===== src/rtl/axi_lite_write_sequencer.sv =====
// Boot-time AXI4-Lite register writer that hands the port to one external requester once the table is done.
// Define SEQ_READBACK_EN to read back every write over AR/R and flag data mismatches.
module axi_lite_write_sequencer #(
  parameter int ADDR_W = 4,
  parameter int NUM_INIT = 4,
  parameter logic [NUM_INIT*ADDR_W-1:0] INIT_ADDR = '0,
  parameter logic [NUM_INIT*32-1:0] INIT_DATA = '0
) (
  input  logic              clk,
  input  logic              rst_n,
  input  logic              restart,
  input  logic              req_valid,
  output logic              req_ready,
  input  logic [ADDR_W-1:0] req_addr,
  input  logic [31:0]       req_data,
  output logic              init_done,
  output logic              busy,
  output logic              err,
  output logic [ADDR_W-1:0] err_addr,
  input  logic              err_clear,
`ifdef SEQ_READBACK_EN
  output logic [ADDR_W-1:0] m_araddr,
  output logic              m_arvalid,
  input  logic              m_arready,
  input  logic [31:0]       m_rdata,
  input  logic [1:0]        m_rresp,
  input  logic              m_rvalid,
  output logic              m_rready,
  output logic              rb_mismatch,
`endif
  output logic [ADDR_W-1:0] m_awaddr,
  output logic [2:0]        m_awprot,
  output logic              m_awvalid,
  input  logic              m_awready,
  output logic [31:0]       m_wdata,
  output logic [3:0]        m_wstrb,
  output logic              m_wvalid,
  input  logic              m_wready,
  input  logic [1:0]        m_bresp,
  input  logic              m_bvalid,
  output logic              m_bready
);
  localparam int IDX_W = 4;
  localparam logic [IDX_W-1:0] LAST_IDX = IDX_W'(NUM_INIT - 1);

`ifdef SEQ_READBACK_EN
  typedef enum logic [2:0] {INIT_ISSUE, ISSUE, RESP, IDLE, RB_ADDR, RB_DATA} state_t;
`else
  typedef enum logic [1:0] {INIT_ISSUE, ISSUE, RESP, IDLE} state_t;
`endif

  typedef struct packed {
    logic [ADDR_W-1:0] addr;
    logic [31:0]       data;
  } beat_t;

  state_t state, state_d;
  beat_t  cur;
  logic [IDX_W-1:0] idx;
  logic from_init, restart_pend;
  logic load_init, load_req, step, more_init, b_err;

  // Table padded to 16 entries so the 4-bit index always selects a real element.
  beat_t tab [16];
  for (genvar g = 0; g < 16; g++) begin : g_tab
    if (g < NUM_INIT) begin : g_used
      assign tab[g] = '{addr: INIT_ADDR[g*ADDR_W +: ADDR_W], data: INIT_DATA[g*32 +: 32]};
    end else begin : g_pad
      assign tab[g] = '0;
    end
  end

  assign m_awaddr  = cur.addr;
  assign m_wdata   = cur.data;
  assign m_awprot  = 3'b000;
  assign m_wstrb   = 4'hf;
  assign m_bready  = (state == RESP);
  assign req_ready = (state == IDLE) & init_done & ~restart_pend & ~restart;
  assign more_init = from_init & (idx < LAST_IDX);
  assign b_err     = (state == RESP) & m_bvalid & m_bresp[1];

`ifdef SEQ_READBACK_EN
  logic rb_bad;
  assign m_araddr  = cur.addr;
  assign m_arvalid = (state == RB_ADDR);
  assign m_rready  = (state == RB_DATA);
  assign rb_bad    = (state == RB_DATA) & m_rvalid & ((m_rdata != cur.data) | m_rresp[1]);
`endif

  always_comb begin
    state_d   = state;
    load_init = 1'b0;
    load_req  = 1'b0;
    step      = 1'b0;
    case (state)
      INIT_ISSUE: begin
        load_init = 1'b1;
        state_d   = ISSUE;
      end
      ISSUE: if (!(m_awvalid & ~m_awready) && !(m_wvalid & ~m_wready)) state_d = RESP;
`ifdef SEQ_READBACK_EN
      RESP:    if (m_bvalid) state_d = RB_ADDR;
      RB_ADDR: if (m_arready) state_d = RB_DATA;
      RB_DATA: if (m_rvalid) step = 1'b1;
`else
      RESP: if (m_bvalid) step = 1'b1;
`endif
      IDLE: begin
        if (restart_pend) state_d = INIT_ISSUE;
        else if (req_valid & req_ready) begin
          load_req = 1'b1;
          state_d  = ISSUE;
        end
      end
      default: state_d = IDLE;
    endcase
    if (step) state_d = more_init ? INIT_ISSUE : IDLE;
  end

  always_ff @(posedge clk or negedge rst_n) begin
    if (!rst_n) begin
      state        <= INIT_ISSUE;
      idx          <= '0;
      from_init    <= 1'b0;
      init_done    <= 1'b0;
      busy         <= 1'b0;
      restart_pend <= 1'b0;
      cur          <= '0;
      m_awvalid    <= 1'b0;
      m_wvalid     <= 1'b0;
      err          <= 1'b0;
      err_addr     <= '0;
    end else begin
      state        <= state_d;
      busy         <= (state_d != IDLE);
      // A restart seen anywhere is held until IDLE, so in-flight writes always finish first.
      restart_pend <= restart | (restart_pend & (state != IDLE));
      if (state == IDLE && restart_pend) begin
        idx       <= '0;
        init_done <= 1'b0;
      end
      if (load_init || load_req) begin
        cur       <= load_init ? tab[idx] : '{addr: req_addr, data: req_data};
        from_init <= load_init;
        m_awvalid <= 1'b1;
        m_wvalid  <= 1'b1;
      end else begin
        if (m_awvalid && m_awready) m_awvalid <= 1'b0;
        if (m_wvalid && m_wready) m_wvalid <= 1'b0;
      end
      if (step && more_init) idx <= idx + 1'b1;
      if (step && from_init && !more_init) init_done <= 1'b1;
      if (err_clear) begin
        err      <= 1'b0;
        err_addr <= '0;
      end
      // A new error beats a same-cycle clear and then records its own address.
      if (b_err) begin
        err <= 1'b1;
        if (!err || err_clear) err_addr <= cur.addr;
      end
    end
  end

`ifdef SEQ_READBACK_EN
  always_ff @(posedge clk or negedge rst_n) begin
    if (!rst_n) rb_mismatch <= 1'b0;
    else if (rb_bad) rb_mismatch <= 1'b1;
    else if (err_clear) rb_mismatch <= 1'b0;
  end
`endif

endmodule


===== config.mk =====
export PLATFORM = sky130hd
export DESIGN_NAME = axi_lite_write_sequencer
export DESIGN_NICKNAME = d
export VERILOG_FILES = /design/src/rtl/axi_lite_write_sequencer.sv
export SDC_FILE = /design/constraint.sdc
export NUM_CORES = 1
export LEC_CHECK = 0
export ABC_AREA = 1
export CAP_MARGIN = 30
export CORE_AREA = 2 2 93 113
export DETAILED_ROUTE_END_ITERATION = 8
export DIE_AREA = 0 0 95 115
export PLACE_DENSITY = 0.49
export SYNTH_ARGS = -nofsm -noshare
export SYNTH_HDL_FRONTEND = slang
export SYNTH_SLANG_ARGS = --single-unit

===== constraint.sdc =====
create_clock -name clk -period 3.64 [get_ports clk]
set_clock_uncertainty 0.2 [all_clocks]
set_input_delay 0.364 -clock clk [delete_from_list [all_inputs] [get_ports clk]]
set_output_delay 0.364 -clock clk [all_outputs]
set_load 0.01 [all_outputs]

Word-level counts from Yosys, hierarchy flattened
Memories as Yosys holds them, arrays and structs flattened.
Cells that the tools add are included.
Cells by class
  reductions and logical operators: 19
  bitwise operators: 16
  $lt $le $gt $ge: 2
  muxes and demuxes: 28
  equal/unequal tests: 5
  add/sub/neg operators: 1
Operators by type and width (number)
  $mux 36: 3
  $mux 4: 5
  $mux 1: 14
  $and 1x1->1: 10
  $mux 2: 5
  $reduce_bool 2->1: 5
  $logic_and 1x1->1: 7
  $pmux 2 s3: 1
  $ge 5x5->1 const B: 1
  $not 4->5: 1
  $add 4x1->4 const B: 1
  $eq 2x2->1 const B: 2
  $logic_not 1->1: 4
  $lt 4x2->1 const B: 1
  $ne 2x2->1 const B: 2
  $not 1->1: 4
  $eq 2x1->1 const B: 1
  $logic_not 2->1: 1
  $logic_or 1x1->1: 2
  $or 1x1->1: 1
Storage, ports and cells
  flip-flop bits (word level): 53
  ROM bits: 576
  logic and storage cells: 84
  memories kept: 1
  bits of input ports: 46
Memories
  (name not given): words 16, width 36, read ports 1, clocked after memory_dff 0, wr ports 0, RTL line 143  | cur <= load_init ? tab[idx] : '{addr: req_addr, data: req_data};

Depth between registers and ports, before layout
Gate-level depths: netlist of the first run.
  depth in word-level cells: 10
  mapped depth: 7
  mapped depth without buffers: 7

Least setup slack after synthesis of the first run
OpenSTA, ideal clock, no wires.
  path kind: reg-to-output
  start: register state[1]
  end: output port req_ready
  path buffers: 1
  stages on the path, launching flop included: 4
  required time: 3.076 ns
  arrival: 1.007 ns
  path slack: 2.069 ns
  cell sequence: dfrtp_1 -> nand2_2 -> nor3_4 -> buf_6
On the way
  cells in the longest elaborated chain, start to end: 4
RTL lines
  start, declared: RTL line 57  | state_t state, state_d;
  start signal, assigned: RTL line 134  | state <= state_d;
  $eq 2x2->1: RTL line 78  | assign req_ready = (state == IDLE) & init_done & ~restart_pend & ~restart;
  $and 1x1->1 (3 in a row): RTL line 78
  end, declared: RTL line 13  | output logic req_ready,
No other way between the ends.

Final worst setup path of the first run
  start: input port restart
  end: output port req_ready
On the way
  cells in the longest elaborated chain, start to end: 2
RTL lines
  start, declared: RTL line 11  | input logic restart,
  $not 1->1: RTL line 78
  $and 1x1->1: RTL line 78
No other way between the ends.

==> impl_metrics.tcl, run 1 <==
set metrics [dict create \
    rr_worst_depth 5 \
    cts.sinks 53 \
    remaining_drc_errors 0 \
    layout-drive-gt1-share 0.0489 \
    max_slew_margin 0.438 \
    synth_simple_gate_area_frac 0.321 \
    cp-end-kind "output pin" \
    grt.overflow.total 0 \
    min_period_ns 2.29 \
    setup_violations 0 \
    antenna_found_initial 0 \
    start_kind "input port" \
    gp_congestion 0.754 \
    first_iter_violations 52 \
    criticalPathCategory "in -> out" \
    final_nets 394 \
    crit_fanout 2 \
    reg2reg_to "from_init" \
    std_cell_rows 40 \
    seqPwrFrac 0.428 \
    yosysSeqAreaShare 0.569 \
    grt_pass1_wl_um 10000 \
    outcome "completed" \
    final.fill_count 1022 \
    synth.area.mux_share 0 \
    period_share 0.629 \
    postCtsSetupRepairBufs 0 \
    wl_um 6200 \
    grt_pass1_vias 2067 \
    crit_top_cell "clkdlybuf4s50_1" \
    synthXorXnorAreaFrac 0 \
    fp.dieH_um 115 \
    synth-compound-area-share 0.0107 \
    avgViaCountPerCell 4.26 \
    initial_utilization 0.236 \
    holdPathStages 2 \
    synth_warnings 0 \
    pwr-share-comb 0.233 \
    maxCapViolCount 0 \
    synthAdderAreaFrac 0.00537 \
    root_buffer "clkbuf_16" \
    holdWs_ns 0.279 \
    arrival_ns 1.73 \
    synth.avg_cell_area_um2 8.93 \
    hpwl_um 4190 \
    syn_to_final_growth_pct 48.6 \
    worst-slew-pin-transition_ns 0.842 \
    ys_seq_elements 53 \
    cp_slowest_cell "clkdlybuf4s50_1" \
    ir_worst_vdd_v 0.000175 \
    reg2reg_setup_slack_ns 1.57 \
    cts_buffers 5 \
    post_drt_wl_per_cell_um 13.1 \
    io_pins 100 \
    clk_latency_ns 0.28 \
    firstDrtPassIters 4 \
    crit_required_ns 3.08 \
    crit_buf_inv 3 \
    swShare 0.296 \
    p_sw_uw 479 \
    p_per_area_mw_per_mm2 468 \
    max_freq_mhz 437 \
    synth_top_family_by_area "simple AND/OR/NAND/NOR gates" \
    finalHoldViolations 0 \
    clk_pin_slew_ns 0.07 \
    pwr-share-clk 0.340 \
    synth_cell_types 18 \
    io_buffers 91 \
    rsz0062_at_grt "no" \
    worstHoldStart "idx[3]" \
    hold_class "reg -> reg" \
    antennaDiodeCount 0 \
    slowest_delay_ns 0.59 \
    dieWidth_um 95 \
    post_cts_resized 0 \
    crit_chain "clkdlybuf4s50_1 > inv_1 > nand2_1 > nor3_4 > clkdlybuf4s50_1" \
    p_int_mw 1.14 \
    hold_path_end "idx[3]" \
    r2r-start "state[1]" \
    core-area_mm2 0.00986 \
    htreeDepth 2 \
    grt_start_max_net_pins 39 \
    cellLeakagePower_nw 1.72 \
    die-area_mm2 0.0109 \
    grt_usage 0.117 \
    cts_tree "built" \
    maxSlewViolCount 0 \
    finalSetupTns_ns 0 \
    ant_nets 0 \
    critPathTopFamily "buffers and inverters" \
    synth_area_mm2 0.00233 \
    clockBufferDepth 2 \
    vias 2018 \
    synthCells 261 \
]
[synthesized netlist by cell type (all sizes together)]
cell type / number / area (um^2)
nand2: 67 / 254
buf: 21 / 151
nor2: 7 / 28.8
and2: 1 / 6.26
or2: 1 / 6.26
inv: 16 / 60.1
dfrtp: 53 / 1330
ha: 1 / 12.5
nand3: 86 / 435
o21ai: 5 / 25.0
conb: 2 / 7.51
nor3: 1 / 16.3
[registers in the layout, indices dropped and copies added (netlist names)]
| signal | flops |
|---|---|
| busy | 1 |
| err | 1 |
| err_addr | 4 |
| from_init | 1 |
| idx | 4 |
| init_done | 1 |
| m_awaddr | 4 |
| m_awvalid | 1 |
| m_wdata | 32 |
| m_wvalid | 1 |
| restart_pend | 1 |
| state | 2 |
[how the worst max path moves through the flow]
stage	cells past startpoint	end	slack (ns)	startpoint
2_1_floorplan	3	req_ready	2.07	state[1]
3_3_place_gp	5	from_init	1.25	req_valid
3_5_place_dp	5	from_init	1.23	req_valid
4_1_cts	5	req_ready	1.32	restart
5_1_grt	5	req_ready	1.23	restart
6_report	5	req_ready	1.35	restart
[kinds of logic (layout without fill, tap and decap cells)]
kind of cell | count (synthesis) | count (layout)
flip-flops | 53 | 53
other | 2 | 7
buffers and inverters | 37 | 119
AO/OA/AOI/OAI | 5 | 5
AND/OR/NAND/NOR | 163 | 163
adder cells (fa/ha/maj) | 1 | 1
[metrics by stage]
| step | utilization | worst slack (ns) | instance area, um^2 | cells | power, mW |
|---|---|---|---|---|---|
| detailed placement | 0.332 | 1.23 | 3280 | 465 | 1.09 |
| floorplan | - | 2.07 | 2350 | 266 | 0.917 |
| CTS | 0.351 | 1.32 | 3460 | 474 | 1.65 |
| global placement | 0.332 | 1.25 | 3280 | 465 | 1.08 |
| global route | 0.351 | 1.23 | 3460 | 474 | 1.72 |
| finish | 0.351 | 1.35 | 3460 | 474 | 1.62 |
[cell type report]
| type | instances | area [um^2] | area share |
|---|---|---|---|
| clock buffers | 7 | 143 | 0.0412 |
| clock inverters | 1 | 30.0 | 0.00868 |
| inverters | 16 | 60.1 | 0.0174 |
| multi-input cells | 176 | 811 | 0.234 |
| flip-flops and latches | 53 | 1330 | 0.383 |
| well taps | 126 | 158 | 0.0456 |
| repair buffers | 95 | 933 | 0.270 |
[power groups by stage]
stage	clock network (mW)	logic, mW	registers [mW]
after detailed placement	0	0.385	0.702
after CTS	0.572	0.387	0.692
after floorplan	0	0.211	0.706
after global routing	0.592	0.426	0.699
final	0.549	0.377	0.692
after global placement	0	0.384	0.699
[per-layer routing]
metal | share of wire | track usage
met1 | 0.46 | 0.146
met2 | 0.48 | 0.199
met3 | 0.057 | 0.0282
met4 | 0.0023 | 0.0348
met5 | 0 | 0
[worst min-delay path, delay by kind of cell (launching register included)]
family	cells	cell delay [ns]
and+or+nand+nor	1	0.06
DFF	1	0.35
buffers and inverters	1	0.04
[placed cells by master (no fill, tap or decap)]
| master | count |
|---|---|
| nand2_2 | 1 |
| nor3_4 | 1 |
| clkbuf_8 | 1 |
| clkbuf_16 | 5 |
| inv_1 | 16 |
| nor2_2 | 1 |
| dlygate4sd3_1 | 1 |
| and2_1 | 1 |
| o21ai_0 | 5 |
| bufinv_16 | 1 |
| nand3_1 | 85 |
| nor2_1 | 6 |
| dfrtp_1 | 53 |
| nand2_1 | 66 |
| clkbuf_1 | 1 |
| conb_1 | 7 |
| clkdlybuf4s50_1 | 89 |
| buf_4 | 3 |
| nand3_2 | 1 |
| buf_2 | 2 |
| or2_2 | 1 |
| ha_1 | 1 |
[repair_timing]
item	in CTS	in global routing
hold buffers	1	0
endpoints found under the hold margin	22	0
endpoints found under the setup margin	0	0
No activity file was read; power rests on OpenSTA's default activity.
==> run 2, diff against run 1 <==
--- a/config.mk
+++ b/config.mk
@@ -10,7 +10,7 @@
 export CORE_AREA = 2 2 93 113
 export DETAILED_ROUTE_END_ITERATION = 8
 export DIE_AREA = 0 0 95 115
-export PLACE_DENSITY = 0.49
+export PLACE_DENSITY = 0.51
 export SYNTH_ARGS = -nofsm -noshare
 export SYNTH_HDL_FRONTEND = slang
 export SYNTH_SLANG_ARGS = --single-unit
==> constraint.sdc (replaced) <==
create_clock -name clk -period 1.85 [get_ports clk]
set_clock_uncertainty 0.2 [all_clocks]
set_input_delay 0.185 -clock clk [delete_from_list [all_inputs] [get_ports clk]]
set_output_delay 0.185 -clock clk [all_outputs]
set_load 0.01 [all_outputs]
==> run 2 against run 1 <==
  * Global-route usage decreased by 0.27 points
  * Worst setup slack got worse by 1.2 ns
  * Register-to-register slack got worse by 1.3 ns
  * Largest cell class unchanged
  * Sequential share of layout area decreased by 0.54 points
  * Clock power increased by 67%
  * Critical path type is now reg -> out
  * First-iteration DRC count increased by 44%
  * Final area increased by 1.5%
  * Final cell count increased by 1.5%
==> impl_metrics.tcl, run 2 (synthesis gave the netlist of run 1 again) <==
set metrics [dict create \
    holdWs_ns 0.219 \
    initial_utilization 0.236 \
    antennaDiodeCount 0 \
    clockBufferDepth 2 \
    outcome "completed" \
    maxCapViolCount 0 \
    clk_latency_ns 0.28 \
    remaining_drc_errors 0 \
    cp_slowest_cell "dfrtp_2" \
    criticalPathCategory "reg -> out" \
    setup_ws_ns 0.161 \
    std_cell_rows 40 \
    rsz0062_at_grt "no" \
    root_buffer "clkbuf_16" \
    cts_tree "built" \
    maxSlewViolCount 0 \
    dp_slack_ns -0.0971 \
    p_per_area_mw_per_mm2 872 \
    die-area_mm2 0.0109 \
    mostFrequentLayoutCell "clkdlybuf4s50_1" \
    avgViaCountPerCell 4.26 \
    cts_buffers 5 \
    postCtsSetupRepairBufs 0 \
    grt_pass1_vias 1986 \
    post_drt_wl_per_cell_um 12.6 \
    min_period_ns 1.69 \
    hold_class "in -> async" \
    dieWidth_um 95 \
    hpwl_um 4310 \
    r2r-start "state[1]" \
    core-area_mm2 0.00986 \
    ant_nets 0 \
    period_share 0.913 \
    io_buffers 91 \
    grt_start_max_net_pins 54 \
    largest_register_ffs 32 \
    first_iter_violations 75 \
    max_freq_mhz 592 \
    slowest_delay_ns 0.41 \
    cts.sinks 53 \
    setup_violations 0 \
    grt_pass1_wl_um 9720 \
    instances_no_fill 481 \
    final_cell_mix "clkdlybuf4s50_1 (88), nand3_1 (85), nand2_1 (66)" \
    htreeDepth 2 \
    syn_to_final_growth_pct 50.8 \
    crit_required_ns 1.46 \
    vias 2050 \
    grt_usage 0.114 \
    fp.dieH_um 115 \
    reg2reg_to "m_wdata[15]" \
    antenna_found_initial 0 \
    io_pins 100 \
    wl_um 6050 \
    dp_cells 472 \
    crit_fanout 6 \
    gp_congestion 0.710 \
    reg2reg_setup_slack_ns 0.26 \
    ir_worst_vdd_v 0.000361 \
    arrival_ns 1.30 \
    cellLeakagePower_nw 1.75 \
    total_power_mw 3.06 \
    rr_worst_depth 5 \
    clk_pin_slew_ns 0.07 \
    crit_chain "nand2_2 > nor3_4 > dlygate4sd2_1" \
    firstDrtPassIters 4 \
    start_kind "flop" \
    finalHoldViolations 0 \
    layout-drive-gt1-share 0.0676 \
    cp-end-kind "output pin" \
    grt.overflow.total 0 \
    final_nets 401 \
]
==> run 2: per-stage QoR <==
step,cell area [um^2],utilization,TNS [ns]
floorplan,2350,-,0
global placement,3360,0.341,-0.438
detailed placement,3360,0.341,-0.240
CTS,3510,0.356,0
global route,3510,0.356,0
finish,3510,0.356,0
==> run 2: how the worst max path moves through the flow <==
stage	startpoint	end	slack [ns]	cells after the start
after detailed placement	restart	req_ready	-0.1	5
after floorplan	state[1]	m_awaddr[0]	0.37	5
after global placement	restart	req_ready	-0.11	5
after global routing	state[1]	req_ready	0.07	3
final	state[1]	req_ready	0.16	3
after CTS	state[1]	req_ready	0.12	3
==> run 2: repair_timing <==
item | CTS | global route
resized for setup | 3 | 0
hold buffers | 1 | 0
hold endpoints to repair | 53 | 0
endpoints found under the setup margin | 2 | 0
==> run 2: area by class of cell <==
| type | count | area, um^2 |
|---|---|---|
| tap | 126 | 158 |
| clock buffer | 6 | 129 |
| sequential | 53 | 1330 |
| fill | 1049 | 6350 |
| timing repair buffer | 102 | 1010 |
| multi-input combinational | 176 | 811 |
| clock inverter | 2 | 15.0 |
| inverter | 16 | 60.1 |
==> run 2: layer usage <==
| layer | wire length, um | share of wire | up-vias | GRT usage |
|---|---|---|---|---|
| met4 | 42 | 0.0069 | 0 | 0.0319 |
| li1 | - | - | 1026 | - |
| met3 | 359 | 0.059 | 4 | 0.0288 |
| met2 | 2960 | 0.49 | 62 | 0.191 |
| met1 | 2690 | 0.44 | 958 | 0.145 |
| met5 | 0 | 0 | - | 0 |
==> run 2: worst max-delay path, delay by kind of cell, from the launching register on <==
| kind | cells | cell delay (ns) |
|---|---|---|
| buf+inv | 1 | 0.30 |
| flops | 1 | 0.41 |
| simple gates | 2 | 0.31 |
==> run 2: report_power, final <==
part / total (mW) / leakage, nW / internal (mW) / switching (mW)
registers: 1.36 / 0.718 / 1.27 / 0.0867
logic: 0.789 / 0.972 / 0.334 / 0.456
clock network: 0.917 / 0.0631 / 0.503 / 0.414
